$ cat src/rtl/reaction_timer_nch.sv
// -----------------------------------------------------------------------------
// reaction_timer_nch
//   N-player reaction-timer core. Generates a 1 ms tick and a pseudo-random
//   foreperiod, raises GO, arbitrates the first response (lowest index wins
//   ties), latches winner and reaction time, flags false starts per player and
//   handles a no-response timeout.
//
// Optional feature: define REACTION_BEST_TRACK_EN to keep a session-best time
//   (best_ms / best_id). Undefined: best_ms is all ones, best_id is 0 and no
//   best-time registers exist.
//
// Ports:
//   clk          in   system clock
//   reset_btn_n  in   asynchronous active-low reset
//   start_btn    in   start / acknowledge level (synchronised)
//   resp_btn     in   [NUM_PLAYERS] response levels (synchronised)
//   state        out  [3] IDLE=0 WAIT=1 SIGNAL=2 RESULT=3 FALSE=4 TIMEOUT=5
//   ms_tick      out  one-cycle pulse every CLOCK_FREQ/1000 cycles
//   go           out  high while in SIGNAL
//   done         out  one-cycle pulse following entry to RESULT/FALSE/TIMEOUT
//   winner_id    out  index of the winning player
//   react_ms     out  [TIME_W] latched reaction time
//   false_mask   out  [NUM_PLAYERS] players who pressed during WAIT/FALSE
//   best_ms      out  [TIME_W] session best time
//   best_id      out  player holding the best time
// -----------------------------------------------------------------------------
module reaction_timer_nch #(
    parameter int          CLOCK_FREQ  = 50000000,
    parameter int          NUM_PLAYERS = 4,
    parameter int          TIME_W      = 14,
    parameter int          MIN_WAIT    = 500,
    parameter int          MAX_WAIT    = 2000,
    parameter int          TIMEOUT_MS  = 3000,
    parameter int          FALSE_MS    = 2000,
    parameter logic [15:0] LFSR_SEED   = 16'hACE1,
    localparam int         WID_W       = (NUM_PLAYERS > 1) ? $clog2(NUM_PLAYERS) : 1
) (
    input  logic                   clk,
    input  logic                   reset_btn_n,
    input  logic                   start_btn,
    input  logic [NUM_PLAYERS-1:0] resp_btn,
    output logic [2:0]             state,
    output logic                   ms_tick,
    output logic                   go,
    output logic                   done,
    output logic [WID_W-1:0]       winner_id,
    output logic [TIME_W-1:0]      react_ms,
    output logic [NUM_PLAYERS-1:0] false_mask,
    output logic [TIME_W-1:0]      best_ms,
    output logic [WID_W-1:0]       best_id
);

    localparam int MS_TICKS = CLOCK_FREQ / 1000;
    localparam int TK_W     = (MS_TICKS > 1) ? $clog2(MS_TICKS) : 1;
    localparam int MAXV1    = (MAX_WAIT > TIMEOUT_MS) ? MAX_WAIT : TIMEOUT_MS;
    localparam int MAXV     = (MAXV1 > FALSE_MS) ? MAXV1 : FALSE_MS;
    // Internal ms counters only need to reach the largest compare value.
    localparam int CW       = $clog2(MAXV + 2);
    localparam int RANGE    = MAX_WAIT - MIN_WAIT + 1;

    typedef enum logic [2:0] {
        S_IDLE    = 3'd0,
        S_WAIT    = 3'd1,
        S_SIGNAL  = 3'd2,
        S_RESULT  = 3'd3,
        S_FALSE   = 3'd4,
        S_TIMEOUT = 3'd5
    } state_e;

    state_e                 state_q, state_d;
    logic [TK_W-1:0]        tick_cnt_q;
    logic                   ms_tick_q;
    logic [15:0]            lfsr_q;
    logic                   start_q;
    logic [NUM_PLAYERS-1:0] resp_q;
    logic [CW-1:0]          wait_tgt_q, wait_tgt_d;
    logic [CW-1:0]          wait_ms_q, wait_ms_d;
    logic [CW-1:0]          react_cnt_q, react_cnt_d;
    logic [CW-1:0]          false_ms_q, false_ms_d;
    logic [NUM_PLAYERS-1:0] false_mask_q, false_mask_d;
    logic [WID_W-1:0]       winner_q, winner_d;
    logic [TIME_W-1:0]      react_q, react_d;
    logic                   entry_q, entry_d;   // terminal-state entry, delays done by one
    logic                   done_q;
    logic                   go_q;

    logic                   start_rise;
    logic [NUM_PLAYERS-1:0] resp_rise;
    logic [WID_W-1:0]       win_idx;

    assign start_rise = start_btn & ~start_q;
    assign resp_rise  = resp_btn & ~resp_q;

    // Lowest set index wins: scan high-to-low so the lowest overwrites last.
    always_comb begin
        win_idx = '0;
        for (int i = NUM_PLAYERS - 1; i >= 0; i--) begin
            if (resp_rise[i]) win_idx = WID_W'(i);
        end
    end

    // Tick generator, LFSR and edge-detect registers run in every state.
    always_ff @(posedge clk or negedge reset_btn_n) begin
        if (!reset_btn_n) begin
            tick_cnt_q <= '0;
            ms_tick_q  <= 1'b0;
            lfsr_q     <= LFSR_SEED;
            start_q    <= 1'b0;
            resp_q     <= '0;
        end else begin
            ms_tick_q  <= (tick_cnt_q == TK_W'(MS_TICKS - 1));
            tick_cnt_q <= (tick_cnt_q == TK_W'(MS_TICKS - 1)) ? '0 : tick_cnt_q + 1'b1;
            lfsr_q     <= {lfsr_q[14:0], lfsr_q[15] ^ lfsr_q[13] ^ lfsr_q[12] ^ lfsr_q[10]};
            start_q    <= start_btn;
            resp_q     <= resp_btn;
        end
    end

    always_comb begin
        state_d      = state_q;
        wait_tgt_d   = wait_tgt_q;
        wait_ms_d    = wait_ms_q;
        react_cnt_d  = react_cnt_q;
        false_ms_d   = false_ms_q;
        false_mask_d = false_mask_q;
        winner_d     = winner_q;
        react_d      = react_q;
        entry_d      = 1'b0;
        case (state_q)
            S_IDLE: begin
                if (start_rise) begin
                    state_d      = S_WAIT;
                    wait_tgt_d   = CW'(MIN_WAIT) + CW'(32'(lfsr_q) % 32'(RANGE));
                    wait_ms_d    = '0;
                    react_cnt_d  = '0;
                    false_ms_d   = '0;
                    false_mask_d = '0;
                end
            end
            S_WAIT: begin
                if (ms_tick_q) wait_ms_d = wait_ms_q + 1'b1;
                // A press beats an expiring foreperiod in the same cycle.
                if (|resp_rise) begin
                    false_mask_d = resp_rise;
                    state_d      = S_FALSE;
                    entry_d      = 1'b1;
                end else if (wait_ms_q >= wait_tgt_q) begin
                    state_d = S_SIGNAL;
                end
            end
            S_SIGNAL: begin
                if (ms_tick_q) react_cnt_d = react_cnt_q + 1'b1;
                if (|resp_rise) begin
                    winner_d = win_idx;
                    react_d  = TIME_W'(react_cnt_q);
                    state_d  = S_RESULT;
                    entry_d  = 1'b1;
                end else if (react_cnt_q >= CW'(TIMEOUT_MS)) begin
                    react_d = TIME_W'(TIMEOUT_MS);
                    state_d = S_TIMEOUT;
                    entry_d = 1'b1;
                end
            end
            S_RESULT, S_TIMEOUT: begin
                if (start_rise) state_d = S_IDLE;
            end
            S_FALSE: begin
                if (ms_tick_q) false_ms_d = false_ms_q + 1'b1;
                false_mask_d = false_mask_q | resp_rise;
                if (false_ms_q >= CW'(FALSE_MS)) state_d = S_IDLE;
            end
            default: state_d = S_IDLE;  // encodings 6/7 recover
        endcase
    end

    always_ff @(posedge clk or negedge reset_btn_n) begin
        if (!reset_btn_n) begin
            state_q      <= S_IDLE;
            wait_tgt_q   <= '0;
            wait_ms_q    <= '0;
            react_cnt_q  <= '0;
            false_ms_q   <= '0;
            false_mask_q <= '0;
            winner_q     <= '0;
            react_q      <= '0;
            entry_q      <= 1'b0;
            done_q       <= 1'b0;
            go_q         <= 1'b0;
        end else begin
            state_q      <= state_d;
            wait_tgt_q   <= wait_tgt_d;
            wait_ms_q    <= wait_ms_d;
            react_cnt_q  <= react_cnt_d;
            false_ms_q   <= false_ms_d;
            false_mask_q <= false_mask_d;
            winner_q     <= winner_d;
            react_q      <= react_d;
            entry_q      <= entry_d;
            done_q       <= entry_q;
            go_q         <= (state_d == S_SIGNAL);
        end
    end

`ifdef REACTION_BEST_TRACK_EN
    logic [TIME_W-1:0] best_ms_q;
    logic [WID_W-1:0]  best_id_q;

    // Strict less-than: a tie leaves the earlier holder in place.
    always_ff @(posedge clk or negedge reset_btn_n) begin
        if (!reset_btn_n) begin
            best_ms_q <= '1;
            best_id_q <= '0;
        end else if (state_q == S_SIGNAL && state_d == S_RESULT && react_d < best_ms_q) begin
            best_ms_q <= react_d;
            best_id_q <= winner_d;
        end
    end

    assign best_ms = best_ms_q;
    assign best_id = best_id_q;
`else
    assign best_ms = '1;
    assign best_id = '0;
`endif

    assign state      = state_q;
    assign ms_tick    = ms_tick_q;
    assign go         = go_q;
    assign done       = done_q;
    assign winner_id  = winner_q;
    assign react_ms   = react_q;
    assign false_mask = false_mask_q;

endmodule

$ cat config.mk
export PLATFORM = sky130hd
export DESIGN_NAME = reaction_timer_nch
export DESIGN_NICKNAME = d
export VERILOG_FILES = /design/src/rtl/reaction_timer_nch.sv
export SDC_FILE = /design/constraint.sdc
export NUM_CORES = 1
export LEC_CHECK = 0
export CAP_MARGIN = 20
export CORE_ASPECT_RATIO = 0.5
export CORE_MARGIN = 4
export CORE_UTILIZATION = 40
export CTS_CLUSTER_DIAMETER = 40
export DETAILED_ROUTE_END_ITERATION = 16
export PLACE_DENSITY = 0.56
export SLEW_MARGIN = 10
export SYNTH_ARGS = -nofsm -noshare
export SYNTH_HDL_FRONTEND = slang
export SYNTH_SLANG_ARGS = --single-unit
$ cat constraint.sdc
create_clock -name clk -period 11.9 [get_ports clk]
set_input_delay 1.19 -clock clk [delete_from_list [all_inputs] [get_ports clk]]
set_output_delay 1.19 -clock clk [all_outputs]
set_load 0.01 [all_outputs]
Word level (Yosys, flattened, before mapping)

Cells that the tools add are included.

Bits in registers: 112
Input bits: 7
Output and inout bits: 42

$add $sub $neg: 5
Divide/modulo/power cells: 1
Magnitude comparators: 3
Equality and inequality tests: 12
Multiplexer cells: 29
Bitwise logic cells: 8
Reduce and logical (&&, ||, !) cells: 15

Operator list:

| operator               | number |
|---|---|
| $pmux 12 s2            | 3 |
| $mux 12                | 4 |
| $add 12x1->12 const B  | 3 |
| $mod 16x11->32 const B | 1 |
| $mux 14                | 2 |
| $mux 3                 | 7 |
| $add 16x1->16 const B  | 1 |
| $eq 16x16->1 const B   | 1 |
| $mux 16                | 1 |
| $pmux 3 s5             | 1 |
| $add 9x12->12 const A  | 1 |
| $ge 12x11->1 const B   | 1 |
| $ge 12x12->1           | 1 |
| $ge 12x12->1 const B   | 1 |
| $pmux 4 s3             | 1 |
| $reduce_and 3->1       | 4 |
| $ne 2x2->1 const B     | 5 |
| $eq 3x2->1 const B     | 3 |
| $mux 2                 | 4 |
| $mux 4                 | 2 |
| $reduce_bool 2->1      | 4 |
| $eq 3x3->1 const B     | 2 |
| $reduce_and 2->1       | 3 |
| $and 4x4->4            | 1 |
| 12 further kinds       | 16 |

Logic depth before layout (Yosys ltp)

Depth after elaboration: 6
Mapped depth: 43
Depth with buffers taken out: 39

Worst setup path after synthesis

OpenSTA, ideal clock, no wires.

Path kind: flip-flop to flip-flop
Start: register lfsr_q[13]
End: register wait_tgt_q[10]
Setup time: 133 ps
Arrival time: 8,826 ps
Slack: 2,941 ps
Stages on the path, launching flop included: 42
Period minus slack after synthesis: 8,959 ps
Path through: dfstp_2 buf_2 nand4_1 or2_2 nand3_1 ha_1 nand2b_1 a21oi_1 and2_1 a211oi_1 a221o_1 a31o_1 a211o_4 a211oi_1 and3b_1 clkbuf_1 o31ai_1 a21oi_1 (+6 left out) a32oi_4 nor2_2 o21ai_1 a21oi_1 nor2_1 inv_1 ha_1 buf_1 a32o_1 a21oi_2 nor2_1 nor2_1 xnor2_1 ha_1 nor4_2 a31oi_1 xnor2_1 o21ai_1

Longest elaborated chain between the ends: 2

Ends and longest elaborated chain:

| what                     | RTL line | RTL |
|---|---|---|
| start: declaration       | 73       | `logic [15:0] lfsr_q;` |
| start signal: assignment | 113      | `lfsr_q <= {lfsr_q[14:0], lfsr_q[15] ^ lfsr_q[13] ^ lfsr_q[12] ^ lfsr_q[10]};` |
| $mod 16x11->32           | 133      | `wait_tgt_d = CW'(MIN_WAIT) + CW'(32'(lfsr_q) % 32'(RANGE));` |
| $add 9x12->12            | 133      |  |
| end signal: assignment   | 191      | `wait_tgt_q <= wait_tgt_d;` |
| end: declaration         | 76       | `logic [CW-1:0] wait_tgt_q, wait_tgt_d;` |

No other way between the ends.
A chain may end at the register's enable or synchronous reset.

Final worst setup path

Start: register lfsr_q[12]
End: register wait_tgt_q[10]

The elaborated chain is that of the path after synthesis.

==> out/metrics.cfg <==
[drt]
firstDrtPassIters=5
ant_nets=0
routed_wl_um=22000
vias=7697
wl_per_cell_um=16.5
via_per_inst=5.77
drc=0
drt_iter0_markers=650

[clock_tree]
cts_hold_buf=0
cts_setup_buffers=0
numCtsBuffers=9
clk_pin_slew_ns=0.07
cts_max_path_buffers=2
cts-htree-levels=3
cts_tree=built
clk_root_buffer_cell=clkbuf_16
cts_resized=0
clock_sinks=110
clock_latency_ns=0.35

[place]
dp_hpwl_um=16700
placed_area_mm2=0.00917
post-place-ws_ns=1.66
numPortBuffers=30
gp_congestion=0.905

[yosys]
synthCells=1031
synth.distinct_cells=107
syn-mean-instance-area_um2=8.48
synth_top_cell_by_area=dfrtp_1
synth_seq_cells=110
syn_area_mm2=0.00874
synth_common_cells=103 x nand2_1, 102 x dfrtp_1, 102 x nor2_1
synth.area.top_cells=dfrtp_1 29%, nand2_1 4.4%, nor2_1 4.4%
yosysMostFrequentCell=nand2_1
synth_warnings=0
async_reset_ff_share_pct=100
ys.flop_type=dfrtp_1
ys_seq_area_share_pct=31.6
synth_edf_count=0
synth_top_cell_area_share_pct=29.2

[floorplan]
die_area_mm2=0.0244
rows=37
fp.dieW_um=217
fp.dieH_um=113
pin_count=49
coreArea_mm2=0.0210
start_util_pct=41.6

[timing]
period_minus_slack_ns=10.43
clock_skew_ns=0.0113
worst_pin_slew_ns=1.10
final-max-slew-violation-count=0
fin_crit_sh_pct=87.6
worst_slack_ns=1.47
rsz0062_at_grt=no
setup_viol=0
max-slew-margin-rel_pct=26.6
fin_setup_tns_ns=0
fmax_mhz=95.9
final_hold_viol_count=0

[pwr]
max-vdd-ir-drop_v=0.0000724
power.share.sequential_pct=50.2
pwr_density_cell_mw_per_mm2=90.3
clockPowerShare_pct=34.0
cellLeakagePower_nw=3.87
p_sw_mw=0.244
pwr-share-comb_pct=15.8
switching_share_pct=28.5
p_int_mw=0.614

[finish]
design_area_mm2=0.00950
nets=1067
postLayoutCoreUtil_pct=45.2
syn_to_final_growth_pct=8.67
drive_above_1_share_pct=7.68
diodes=0

[critical_path]
end_kind=flop
crit_arrival_ns=10.63
cp_max_fo=13
path_buf_inv=1
crit_type=reg -> reg
slowest_delay_ns=0.68
cp_data_required_time_ns=12.10
cp_slowest_cell=dfrtp_1
critical_path.top_delay_family=compound AO/OA/AOI/OAI gates
start_kind=flop
r2r_slack_ns=1.47

[grt]
grt_pass1_vias=7092
grt_remaining_overflow=0
grt_pass1_wl_um=37100
grt_use_total_pct=18.1
antenna_found_initial=0
grt_max_degree=83

[flow_run]
drv_cap=0

[hold_path]
hold_class=reg -> reg

[status]
status=completed

[per-layer routing]
metal  track usage (%)  share of wire, %  vias up
met3              3.30               5.2       25
met2              27.3                42      192
met4              4.19               1.7        0
met5                 0                 0        -
li1                  -                 -     3795
met1              26.9                51     3685
[stage by stage]
stage	power (mW)	hold WS (ns)	std cells
global placement	0.572	0.335	1315
detailed placement	0.576	0.343	1315
global route	0.913	0.369	1333
finish	0.858	0.354	1333
CTS	0.871	0.360	1331
floorplan	0.517	0.331	1047
[registers in the layout (all words and copies together), names as in the netlist]
register	cells
wait_tgt_q	12
react_cnt_q	12
wait_ms_q	12
done	1
resp_q	4
react_ms	12
false_ms_q	12
start_q	1
entry_q	1
go	1
false_mask	4
tick_cnt_q	16
ms_tick	1
state	3
winner_id	2
lfsr_q	16
[power groups by stage]
stage | Clock, mW | Combinational, mW | Sequential, mW
after global placement | 0 | 0.136 | 0.436
after detailed placement | 0 | 0.137 | 0.438
after global routing | 0.322 | 0.155 | 0.435
final | 0.292 | 0.136 | 0.430
after CTS | 0.302 | 0.138 | 0.431
after floorplan | 0 | 0.0900 | 0.427
[final cells by class]
type / count / area, um2
inverter: 30 / 113
multi-input combinational: 850 / 5610
fill: 2084 / 11500
clock inverter: 6 / 52.6
timing repair buffer: 35 / 355
clock buffer: 10 / 239
tap: 292 / 365
sequential: 110 / 2760
[kinds of logic after synthesis]
kind of cell | synth area share (%)
flops | 31.6
other cells | 0.0859
xor+xnor | 8.60
mux | 1.43
compound gates | 25.2
simple gates | 24.5
fa+ha+maj | 3.55
buf+inv | 4.95
[worst reg2reg max path, delay by kind of cell, from the launching register on]
family                   cells  cell delay, ns
flip-flops                   1            0.68
adder cells (fa/ha/maj)      4            1.13
buffers and inverters        1            0.10
AND/OR/NAND/NOR             12            3.09
XOR/XNOR                     4            1.11
AO/OA/AOI/OAI               17            4.18
[path summary, 6_finish.rpt]
check	cells past startpoint	to	from
worst max register to register	38	wait_tgt_q[10]	lfsr_q[12]
worst min register to register	0	done	entry_q
worst min-delay path	0	done	entry_q
max in group asynchronous	3	wait_tgt_q[7]	reset_btn_n
worst max-delay path	38	wait_tgt_q[10]	lfsr_q[12]
min in group asynchronous	1	start_q	reset_btn_n
[cell usage in the layout, fill, tap and decap left out, types with 7 or more instances in the layout]
cell type | Yosys | layout
nand2_1 | 103 | 103
nor2_1 | 102 | 102
dfrtp_1 | 102 | 102
o21ai_0 | 58 | 58
a21oi_1 | 45 | 45
xor2_1 | 43 | 43
xnor2_1 | 41 | 41
nand3_1 | 39 | 39
inv_1 | 30 | 30
clkdlybuf4s50_1 | 0 | 29
nor3_1 | 28 | 28
ha_1 | 24 | 24
nand2b_1 | 19 | 19
a211oi_1 | 18 | 18
o211ai_1 | 18 | 18
conb_1 | 2 | 18
nand4_1 | 17 | 17
and3_1 | 16 | 16
a31oi_1 | 13 | 13
and2_1 | 12 | 12
nor4_1 | 13 | 12
nor2b_1 | 11 | 11
o21ai_1 | 9 | 9
or2_2 | 9 | 9
a21o_1 | 9 | 9
clkbuf_16 | 0 | 9
mux2i_1 | 8 | 8
o22a_1 | 8 | 8
dfstp_2 | 8 | 8
or3_1 | 7 | 7
and4_1 | 7 | 7
o21a_1 | 7 | 7
o2111ai_1 | 7 | 7
o211a_1 | 7 | 7
a22oi_1 | 7 | 7
o22ai_1 | 7 | 7
a22o_1 | 7 | 7
Note: power is estimated with default switching activity, not from simulation.
